### src/rtl/cpu_pkg.sv
`default_nettype none
// ----------------------------------------------------------------------------
// cpu_pkg : shared prefetch types (state encoding, buffer entry, counter width)
// Rev 1.0
// ----------------------------------------------------------------------------
package cpu_pkg;

  typedef enum logic [1:0] {
    PF_IDLE  = 2'd0,
    PF_FETCH = 2'd1,
    PF_ABORT = 2'd2,
    PF_HALT  = 2'd3
  } pf_state_t;

  localparam int c_pf_addr_width = 32;
  localparam int c_pf_data_width = 32;
  localparam int c_pf_depth      = 4;
  localparam int c_pf_cnt_width  = $clog2(c_pf_depth) + 1;

  typedef struct packed {
    logic                       error;
    logic [c_pf_addr_width-1:0] pc;
    logic [c_pf_data_width-1:0] data;
  } pf_entry_t;

  // Holds 0..depth inclusive.
  function automatic int cnt_width(input int depth);
    return $clog2(depth) + 1;
  endfunction

endpackage
`default_nettype wire

### src/rtl/prefetch_fifo.sv
`default_nettype none
// ----------------------------------------------------------------------------
// prefetch_fifo : synchronous FIFO with flush; flush beats push and pop
// Rev 1.0
// ----------------------------------------------------------------------------
module prefetch_fifo
  import cpu_pkg::*;
#(
  parameter int WIDTH     = 65,
  parameter int DEPTH     = 4,
  parameter int CNT_WIDTH = cnt_width(DEPTH)
) (
  input  logic                 clk,
  input  logic                 reset,
  input  logic                 push,
  input  logic                 pop,
  input  logic                 flush,
  input  logic [WIDTH-1:0]     din,
  output logic [WIDTH-1:0]     head,
  output logic [CNT_WIDTH-1:0] count,
  output logic                 empty
);

  localparam int PTR_WIDTH = $clog2(DEPTH);

  logic [WIDTH-1:0]     r_mem [DEPTH];
  logic [PTR_WIDTH-1:0] r_wr_ptr;
  logic [PTR_WIDTH-1:0] r_rd_ptr;
  logic [CNT_WIDTH-1:0] r_count;
  logic                 w_do_push;
  logic                 w_do_pop;

  assign empty     = (r_count == '0);
  assign count     = r_count;
  assign head      = r_mem[r_rd_ptr];
  assign w_do_push = push & (r_count != CNT_WIDTH'(DEPTH));
  assign w_do_pop  = pop & ~empty;

  always_ff @(posedge clk) begin
    if (!reset || flush) begin
      r_wr_ptr <= '0;
      r_rd_ptr <= '0;
      r_count  <= '0;
    end else begin
      if (w_do_push) r_wr_ptr <= r_wr_ptr + PTR_WIDTH'(1);
      if (w_do_pop)  r_rd_ptr <= r_rd_ptr + PTR_WIDTH'(1);
      r_count <= r_count + CNT_WIDTH'(w_do_push) - CNT_WIDTH'(w_do_pop);
    end
  end

  // Storage needs no reset: the pointers alone define what is valid.
  always_ff @(posedge clk) begin
    if (w_do_push) r_mem[r_wr_ptr] <= din;
  end

endmodule
`default_nettype wire

### src/rtl/wb_prefetch.sv
`default_nettype none
// ----------------------------------------------------------------------------
// wb_prefetch : pipelined Wishbone B4 instruction prefetcher with flush/error
// Rev 1.0
// ----------------------------------------------------------------------------
module wb_prefetch
  import cpu_pkg::*;
#(
  parameter int ADDR_WIDTH = 32,
  parameter int DATA_WIDTH = 32,
  parameter int DEPTH      = 4,
  parameter int INSN_BYTES = 4
) (
  input  logic                  clk,
  input  logic                  reset,
  input  logic                  i_restart,
  input  logic [ADDR_WIDTH-1:0] i_pc,
  input  logic                  i_ready,
  output logic                  o_valid,
  output logic [DATA_WIDTH-1:0] o_instruction,
  output logic [ADDR_WIDTH-1:0] o_pc,
  output logic                  o_error,
  output logic                  o_wb_cyc,
  output logic                  o_wb_stb,
  output logic                  o_wb_we,
  output logic [ADDR_WIDTH-1:0] o_wb_addr,
  input  logic [DATA_WIDTH-1:0] i_wb_data,
  input  logic                  i_wb_ack,
  input  logic                  i_wb_stall,
  input  logic                  i_wb_err
);

  localparam int CNT_WIDTH   = cnt_width(DEPTH);
  localparam int SUM_WIDTH   = CNT_WIDTH + 1;
  localparam int ENTRY_WIDTH = 1 + ADDR_WIDTH + DATA_WIDTH;

  pf_state_t               r_state;
  pf_state_t               w_state_next;
  logic [ADDR_WIDTH-1:0]   r_req_addr;
  logic [ADDR_WIDTH-1:0]   r_resp_addr;
  logic [CNT_WIDTH-1:0]    r_outstanding;
  logic [CNT_WIDTH-1:0]    w_count;
  logic                    w_empty;
  logic                    w_credit;
  logic                    w_accept;
  logic                    w_ack_take;
  logic                    w_err_take;
  logic                    w_push;
  logic                    w_pop;
  logic [ENTRY_WIDTH-1:0]  w_push_entry;
  logic [ENTRY_WIDTH-1:0]  w_head;

  assign o_wb_cyc  = (r_state == PF_FETCH);
  assign o_wb_we   = 1'b0;
  assign o_wb_addr = r_req_addr;

  // Credit uses the registered count, so a pop only frees a slot next cycle.
  assign w_credit = (SUM_WIDTH'(w_count) + SUM_WIDTH'(r_outstanding)) < SUM_WIDTH'(DEPTH);
  // Gating with restart keeps a request from being issued on the flush edge.
  assign o_wb_stb = o_wb_cyc & ~i_restart & w_credit;
  assign w_accept = o_wb_stb & ~i_wb_stall;

  assign w_err_take = o_wb_cyc & ~i_restart & i_wb_err;
  assign w_ack_take = o_wb_cyc & ~i_restart & i_wb_ack & ~i_wb_err & (r_outstanding != '0);
  assign w_push     = w_ack_take | w_err_take;
  assign w_push_entry = w_err_take ? {1'b1, r_resp_addr, {DATA_WIDTH{1'b0}}}
                                   : {1'b0, r_resp_addr, i_wb_data};

  assign o_valid = ~w_empty;
  assign w_pop   = o_valid & i_ready;
  assign {o_error, o_pc, o_instruction} = o_valid ? w_head : '0;

  prefetch_fifo #(
    .WIDTH     (ENTRY_WIDTH),
    .DEPTH     (DEPTH),
    .CNT_WIDTH (CNT_WIDTH)
  ) u_fifo (
    .clk   (clk),
    .reset (reset),
    .push  (w_push),
    .pop   (w_pop),
    .flush (i_restart),
    .din   (w_push_entry),
    .head  (w_head),
    .count (w_count),
    .empty (w_empty)
  );

  always_comb begin
    w_state_next = r_state;
    case (r_state)
      PF_IDLE, PF_HALT: if (i_restart) w_state_next = PF_FETCH;
      PF_FETCH: begin
        if (i_restart)       w_state_next = (r_outstanding != '0) ? PF_ABORT : PF_FETCH;
        else if (w_err_take) w_state_next = PF_HALT;
      end
      PF_ABORT: w_state_next = PF_FETCH;
      default:  w_state_next = PF_IDLE;
    endcase
  end

  always_ff @(posedge clk) begin
    if (!reset) begin
      r_state       <= PF_IDLE;
      r_req_addr    <= '0;
      r_resp_addr   <= '0;
      r_outstanding <= '0;
    end else begin
      r_state <= w_state_next;
      if (i_restart) begin
        r_req_addr    <= i_pc;
        r_resp_addr   <= i_pc;
        r_outstanding <= '0;
      end else begin
        if (w_accept) r_req_addr  <= r_req_addr + ADDR_WIDTH'(INSN_BYTES);
        if (w_push)   r_resp_addr <= r_resp_addr + ADDR_WIDTH'(INSN_BYTES);
        // An error abandons whatever responses are still in flight.
        if (w_err_take) r_outstanding <= '0;
        else            r_outstanding <= r_outstanding + CNT_WIDTH'(w_accept) - CNT_WIDTH'(w_ack_take);
      end
    end
  end

endmodule
`default_nettype wire
### config.mk
export PLATFORM = sky130hd
export DESIGN_NAME = wb_prefetch
export DESIGN_NICKNAME = d
export VERILOG_FILES = /design/src/rtl/cpu_pkg.sv /design/src/rtl/prefetch_fifo.sv /design/src/rtl/wb_prefetch.sv
export SDC_FILE = /design/constraint.sdc
export NUM_CORES = 1
export LEC_CHECK = 0
export ABC_AREA = 1
export BUFFER_PORTS_ARGS = -buffer_cell sky130_fd_sc_hd__buf_2
export CELL_PAD_IN_SITES_DETAIL_PLACEMENT = 0
export CELL_PAD_IN_SITES_GLOBAL_PLACEMENT = 2
export CORE_UTILIZATION = 40
export CTS_BUF_LIST = sky130_fd_sc_hd__clkbuf_16
export DETAILED_ROUTE_END_ITERATION = 12
export PLACE_DENSITY_LB_ADDON = 0.1
export SYNTH_ARGS = -nofsm -noshare
export SYNTH_HDL_FRONTEND = slang
export SYNTH_HIERARCHICAL = 1
export SYNTH_SLANG_ARGS = --single-unit
### constraint.sdc
create_clock -name clk -period 11.75 [get_ports clk]
set_clock_uncertainty 0.1 [all_clocks]
set_input_delay 0.5875 -clock clk [delete_from_list [all_inputs] [get_ports clk]]
set_output_delay 0.5875 -clock clk [all_outputs]
set_load 0.01 [all_outputs]
; Yosys cells after proc, flatten, opt, wreduce, memory -nomap -nowiden
; Memory sizes are Yosys's and may differ from the RTL's. A register that Yosys moved wholly into a read port is not among the register bits.
; Index checks and enable logic that the tools add are counted.
[totals]
ff_bits = 76
ram_bits = 260
in_bits = 71
word_cells = 65
mem_count = 1
[op_classes]
addsub = 9
magnitude_cmp = 1
eq_ne = 6
muxes = 15
bitwise = 16
n_reduce_logical = 10
[mem_list]
columns = memory, depth, width, read_ports, rd_ports_with_merged_regs, wr, line_no
row1 = u_fifo.r_mem, 4, 65, 1, 1, 1, prefetch_fifo.sv:26  ; logic [WIDTH-1:0] r_mem [DEPTH];
[ops]
columns = cell, n
row1 = 65-bit 2-to-1 mux, 2
row2 = 32-bit 2-to-1 mux, 4
row3 = 32-bit by 3-bit adder with 32-bit output (second input constant), 2
row4 = 2-bit 2-to-1 mux, 6
row5 = 1-bit bitwise AND, 10
row6 = 3-bit by 1-bit adder with 3-bit output, 2
row7 = 2-bit one-hot mux with 3 select lines, 1
row8 = 3-bit by 1-bit subtractor with 3-bit output, 2
row9 = 1-bit inverter, 5
row10 = 2-bit by 1-bit adder with 2-bit output (second input constant), 2
row11 = 3-bit by 3-bit adder with 4-bit output, 1
row12 = 2-bit == test (second input constant), 2
row13 = 4-bit by 3-bit less-than comparator with 1-bit output (second input constant), 1
row14 = 2-bit nonzero test, 2
row15 = 3-bit zero test, 1
row16 = 3-bit by 2-bit inequality test with 1-bit output (second input constant), 1
row17 = 3-bit inequality test (second input constant), 1
row18 = 3-bit nonzero test, 1
row19 = 3-bit OR reduction, 1
row20 = 2-bit by 1-bit == test with 1-bit output (second input constant), 1
row21 = 2-bit zero test, 1
row22 = 1-bit 2-to-1 mux, 2
row23 = 2-bit inequality test (second input constant), 1
row24 = 2-bit AND reduction, 1
row25 = other kinds (4), 4

; Longest topological paths before layout
[depth]
ltp_word = 9
depth_mapped = 17
depth_no_buf = 16

; Hierarchy
; Netlist, hierarchy kept.
[modules_own_cells]
columns = mod, instances, cells_per_inst, area_each_um2, seq_area_each_um2
row1 = prefetch_fifo, 1, 697, 10452.5, 7987.7
row2 = wb_prefetch, 1, 966, 5445.2, 1381.3

; Least setup slack after synthesis
; OpenSTA, ideal clock, no wires.
[synth_path]
path_kind = input-to-reg
start = input port i_restart
end = memory u_fifo.r_mem[0][0], enable pin
setup_time_ns = 0.488
arrival_ns = 4.213
t_required_ns = 11.162
path_slack_ns = 6.949
stages = 7
path_cell_list = buf_6 > nor2_8 > nand2_2 > nand2_1 > buf_2 > nand2_1 > nor2_1
[synth_via]
elab_chain_len = 9
word_cells_on_any_way = 10
cone_classes = mux: 2 / bitwise: 8
[synth_lines]
columns = element, line_no
row1 = "start, declared", wb_prefetch.sv:16  ; input logic i_restart,
row2 = 1-bit inverter (*), "wb_prefetch.sv:63, wb_prefetch.sv:64"
row3 = 1-bit bitwise AND (*), "wb_prefetch.sv:63, wb_prefetch.sv:64"
row4 = 1-bit bitwise AND (3 in series), wb_prefetch.sv:64  ; assign w_ack_take = o_wb_cyc & ~i_restart & i_wb_ack & ~i_wb_err & (r_outstanding != '0);
row5 = 1-bit bitwise OR (*), wb_prefetch.sv:65  ; assign w_push = w_ack_take | w_err_take;
row6 = named net w_push, wb_prefetch.sv:48  ; logic w_push;
row7 = 1-bit bitwise AND (*), prefetch_fifo.sv:36  ; assign w_do_push = push & (r_count != CNT_WIDTH'(DEPTH));
row8 = 1-bit 2-to-1 mux (*), prefetch_fifo.sv:53  ; if (w_do_push) r_mem[r_wr_ptr] <= din;
row9 = 1-bit 2-to-1 mux (implied by the code) (*), prefetch_fifo.sv:53
row10 = "end, declared", prefetch_fifo.sv:26
; Mark *: on every way through the listed nets, which the timed path passes. The rest lies on a longest branch.

==> summary.md <==
| Metric | Value |
|---|---|
| Outcome | finished clean |
| R2R cell count | 16 |
| Wire per inst | 17.1 um |
| Cell chosen for the clock root | clkbuf_16 |
| Worst Setup Start Kind | flop |
| DIE HEIGHT | 201 um |
| Die span in x | 201 um |
| Clock transition at path regs | around 60 ps |
| Antenna Cells | 0 |
| Synth warn | 6 |
| Max capacitance violation total | 0 |
| Seq/Total Area, Yosys | 58.9% |
| Worst-Skew Late Latency | 520 ps |
| Synth area leaders | edfxtp_1, dfxtp_1, nand2_1, nor2_1, inv_1 |
| Crit path max-delay family | buffers and inverters |
| Die area | 40500 um2 |
| Clk sinks | between 300 and 400 |
| Fill count | ~3700 |
| Slew headroom | between 30% and 40% |
| Largest net degree at the start of global routing | 89 |
| Tmin final | 3830 ps |
| Syn_nets | between 1500 and 2000 |
| Nets | 1895 |
| Final period util | 32.6% |
| Worst Setup End Kind | output pin |
| Largest stage delay, worst path | 860 ps |
| Post-placement setup slack | 7560 ps |
| Finished Layout Cells | 2355 |
| Reg2reg setup slack | 7940 ps |
| Worst R2R End | u_fifo/count[2]$_SDFF_PP0_ |
| CP bufs+invs | 4 |
| Share of layout cells above drive strength 1 | roughly 18% |
| HPWL after detailed placement | 25000 um |
| FFs w/ async S/R, synth | 0% |
| RSZ-0062 raised after global routing | no |
| Hold/Removal Path Class | input port to flop |
| Critical path class | flop to output pin |
| Post-synth top area share | between 40% and 50% |
| TNS Setup | 0 ps |
| Clock Path Buffers | 3 |
| Post-synth top area cell | edfxtp_1 |
| Main synth FF type | edfxtp_1 |
| Vias per Instance | between 4 and 5 |
| Vias in the first global route | between 10000 and 15000 |
| Top-level I/O count | 172 |
| Post-Syn Area per Cell | roughly 9.6 um2 |
| Crit path max fanout | 66 |
| Beginning of the worst hold path | i_pc[5] |
| CTS tree | built |
| Inst Count DP | ~2300 |
| Drt initial violations | 630 |
| Peak supply drop | 88.1 uV |
| Postcts setup bufs | 0 |
| Post-synth cell types | 45 |
| Pins over their slew limit | 0 |
| # H-tree levels | 2 |
| Final WS setup | 7920 ps |
| CP arrival | 3140 ps |
| Highest clock rate | 0.261 GHz |
| Post-layout power | 2640 uW |
| Synth Instances | 1663 |
| Grt ovf | 0 |
| Power density cells | 145 nW/um2 |
| Core ar. | between 30000 and 40000 um2 |
| RePlAce Congestion | 0.800 |
| Worst path slowest cell | buf_4 |
| Port Buffers | 170 |
| Leakage | approximately 0.0074 uW |
| Critical Path RT | 11060 ps |
| Detail Route Antenna Nets | 0 |
| Layout area overhead | 15.0% |
| #FFs+latches synth | ~340 |
| Syn Std Cell Area | 15900 um2 |
| CTS resizes | 0 |
| Final wirelength | 40300 um |
| Total global-route track usage | 19.8% |
| First-pass GRT wire length | 62700 um |
| Row count | slightly above 70 |
| Final hold violation count | 0 |
| Slew @ Worst Pin | 1040 ps |
| Initial antenna violation count | 0 |
| Total iterations of the first detailed-routing run | 7 |
| Initial Util | 40.9% |
| Vias post-DR | about 12000 |
| # setup viols final | 0 |
| Worst Hold Path EP | o_wb_addr[5]$_SDFFE_PN0P_ |
| Number of synthesized flops with an enable pin | 260 |
| Most numerous cell on the critical path | nor2_1 |
| RR Startpoint | r_state[1]$_SDFFE_PN0P_ |
| Crit path cell chain | inv_6, buf_4, nor2_1, o22ai_1, inv_1, nor2_1, buf_2 |
| Hold buffer count at cts | 0 |
| DRC Markers | 0 |
| Total CTS buffers | 38 |
| Hold path cells | 3 |
[worst register-to-register path, cell delays in order (launching register included)]
cell and delay, ps:
dfxtp_1 310, inv_1 60, ha_1 200, inv_1 120, nor2_8 130, nand4_1 490, nand2_1 190, buf_4 380
nand2_1 350, ha_1 370, inv_1 60, ha_1 120, inv_1 40, fa_1 370, or2_1 230, a21oi_1 120
nor2_1 50
[stage by stage]
step / area, um2 / hold slack [ps] / utilization [%]
floorplan: 15900 / 344 / -
CTS: 18300 / 197 / 47.0
global route: 18300 / 233 / 47.0
finish: 18300 / 223 / 47.0
detailed placement: 17000 / 351 / 43.8
global placement: 17000 / 338 / 43.8
[power breakdown]
part,switching [uW],internal [uW]
registers,30.0,1310
logic,90.8,48.1
clock network,467,693
total,587,2060
[layout by cell type (no fill, tap or decap), types with 7 or more instances in the layout]
master	netlist	layout
nand2_1	295	295
dfxtp_1	78	76
edfxtp_1	260	260
o21ai_1	37	37
nor2_4	26	30
nand4_1	16	16
nand3_1	66	66
inv_1	196	205
buf_2	21	170
a31oi_1	7	7
buf_4	4	11
nor2_2	13	13
a21oi_1	52	52
o22ai_1	50	50
clkbuf_16	0	39
nand3b_1	8	8
o21ai_0	117	117
xor2_1	12	12
nor2_1	273	269
ha_1	13	13
o22ai_2	20	20
[how the worst max path moves through the flow]
stage	to	slack, ps	depth (start not counted)
3_5_place_dp	u_fifo/count[2]$_SDFF_PP0_	7560	15
5_1_grt	u_fifo/count[2]$_SDFF_PP0_	7630	17
2_1_floorplan	u_fifo/r_mem[0][0]$_DFFE_PP_	6950	7
6_report	o_pc[18]	7920	7
4_1_cts	o_pc[18]	7850	7
3_3_place_gp	u_fifo/count[2]$_SDFF_PP0_	7590	15
[cell type report]
class / count / area (um2) / area share, %
clock inverter: 29 / 263 / 1.44
timing repair buffer: 181 / 933 / 5.11
tap: 518 / 648 / 3.55
inverter: 201 / 759 / 4.16
clock buffer: 39 / 976 / 5.34
sequential: 338 / 9380 / 51.3
multi-input combinational: 1049 / 5320 / 29.1
[flip-flops by register name, indices dropped and copies added, names as in the netlist, named ones only]
register         cells
u_fifo/r_mem       260
o_wb_addr           32
r_resp_addr         32
r_outstanding        3
u_fifo/count         3
r_state              2
u_fifo/r_rd_ptr      2
u_fifo/r_wr_ptr      2
[cell usage after synthesis (5+ instances only)]
cell type  count
buf_6         13
nand2_1      295
nand3_1       66
xnor2_1        5
buf_2         21
nor2_4        26
nor2_2        13
a21oi_1       52
o21ai_1       37
o22ai_1       50
clkbuf_1      32
o21ai_0      117
xor2_1        12
o211ai_1       5
dfxtp_1       78
nor2_1       273
nand4_1       16
edfxtp_1     260
o21ai_2        5
a31oi_1        7
nand3b_1       8
inv_1        196
o22ai_2       20
ha_1          13
[per-layer routing]
metal	GRT usage, %	up-vias	part of all wire, %	routed length (um)
met2	33.9	247	48	19500
li1	-	5837	-	-
met4	4.90	0	1.8	724
met5	0	-	0	0
met1	26.5	5453	46	18500
met3	2.66	52	4.1	1630
[logic make-up (layout without fill, tap and decap cells)]
logic type,after synthesis,after routing,share of synthesized area [%]
DFF,338,338,58.9
buffers and inverters,276,450,7.80
and+or+nand+nor,718,718,20.0
other,1,1,0.0236
AOI/OAI and AO/OA,298,298,11.1
xor gates and xnor gates,17,17,0.937
adders and majority gates,15,15,1.28
(Power assumes the default switching activity.)
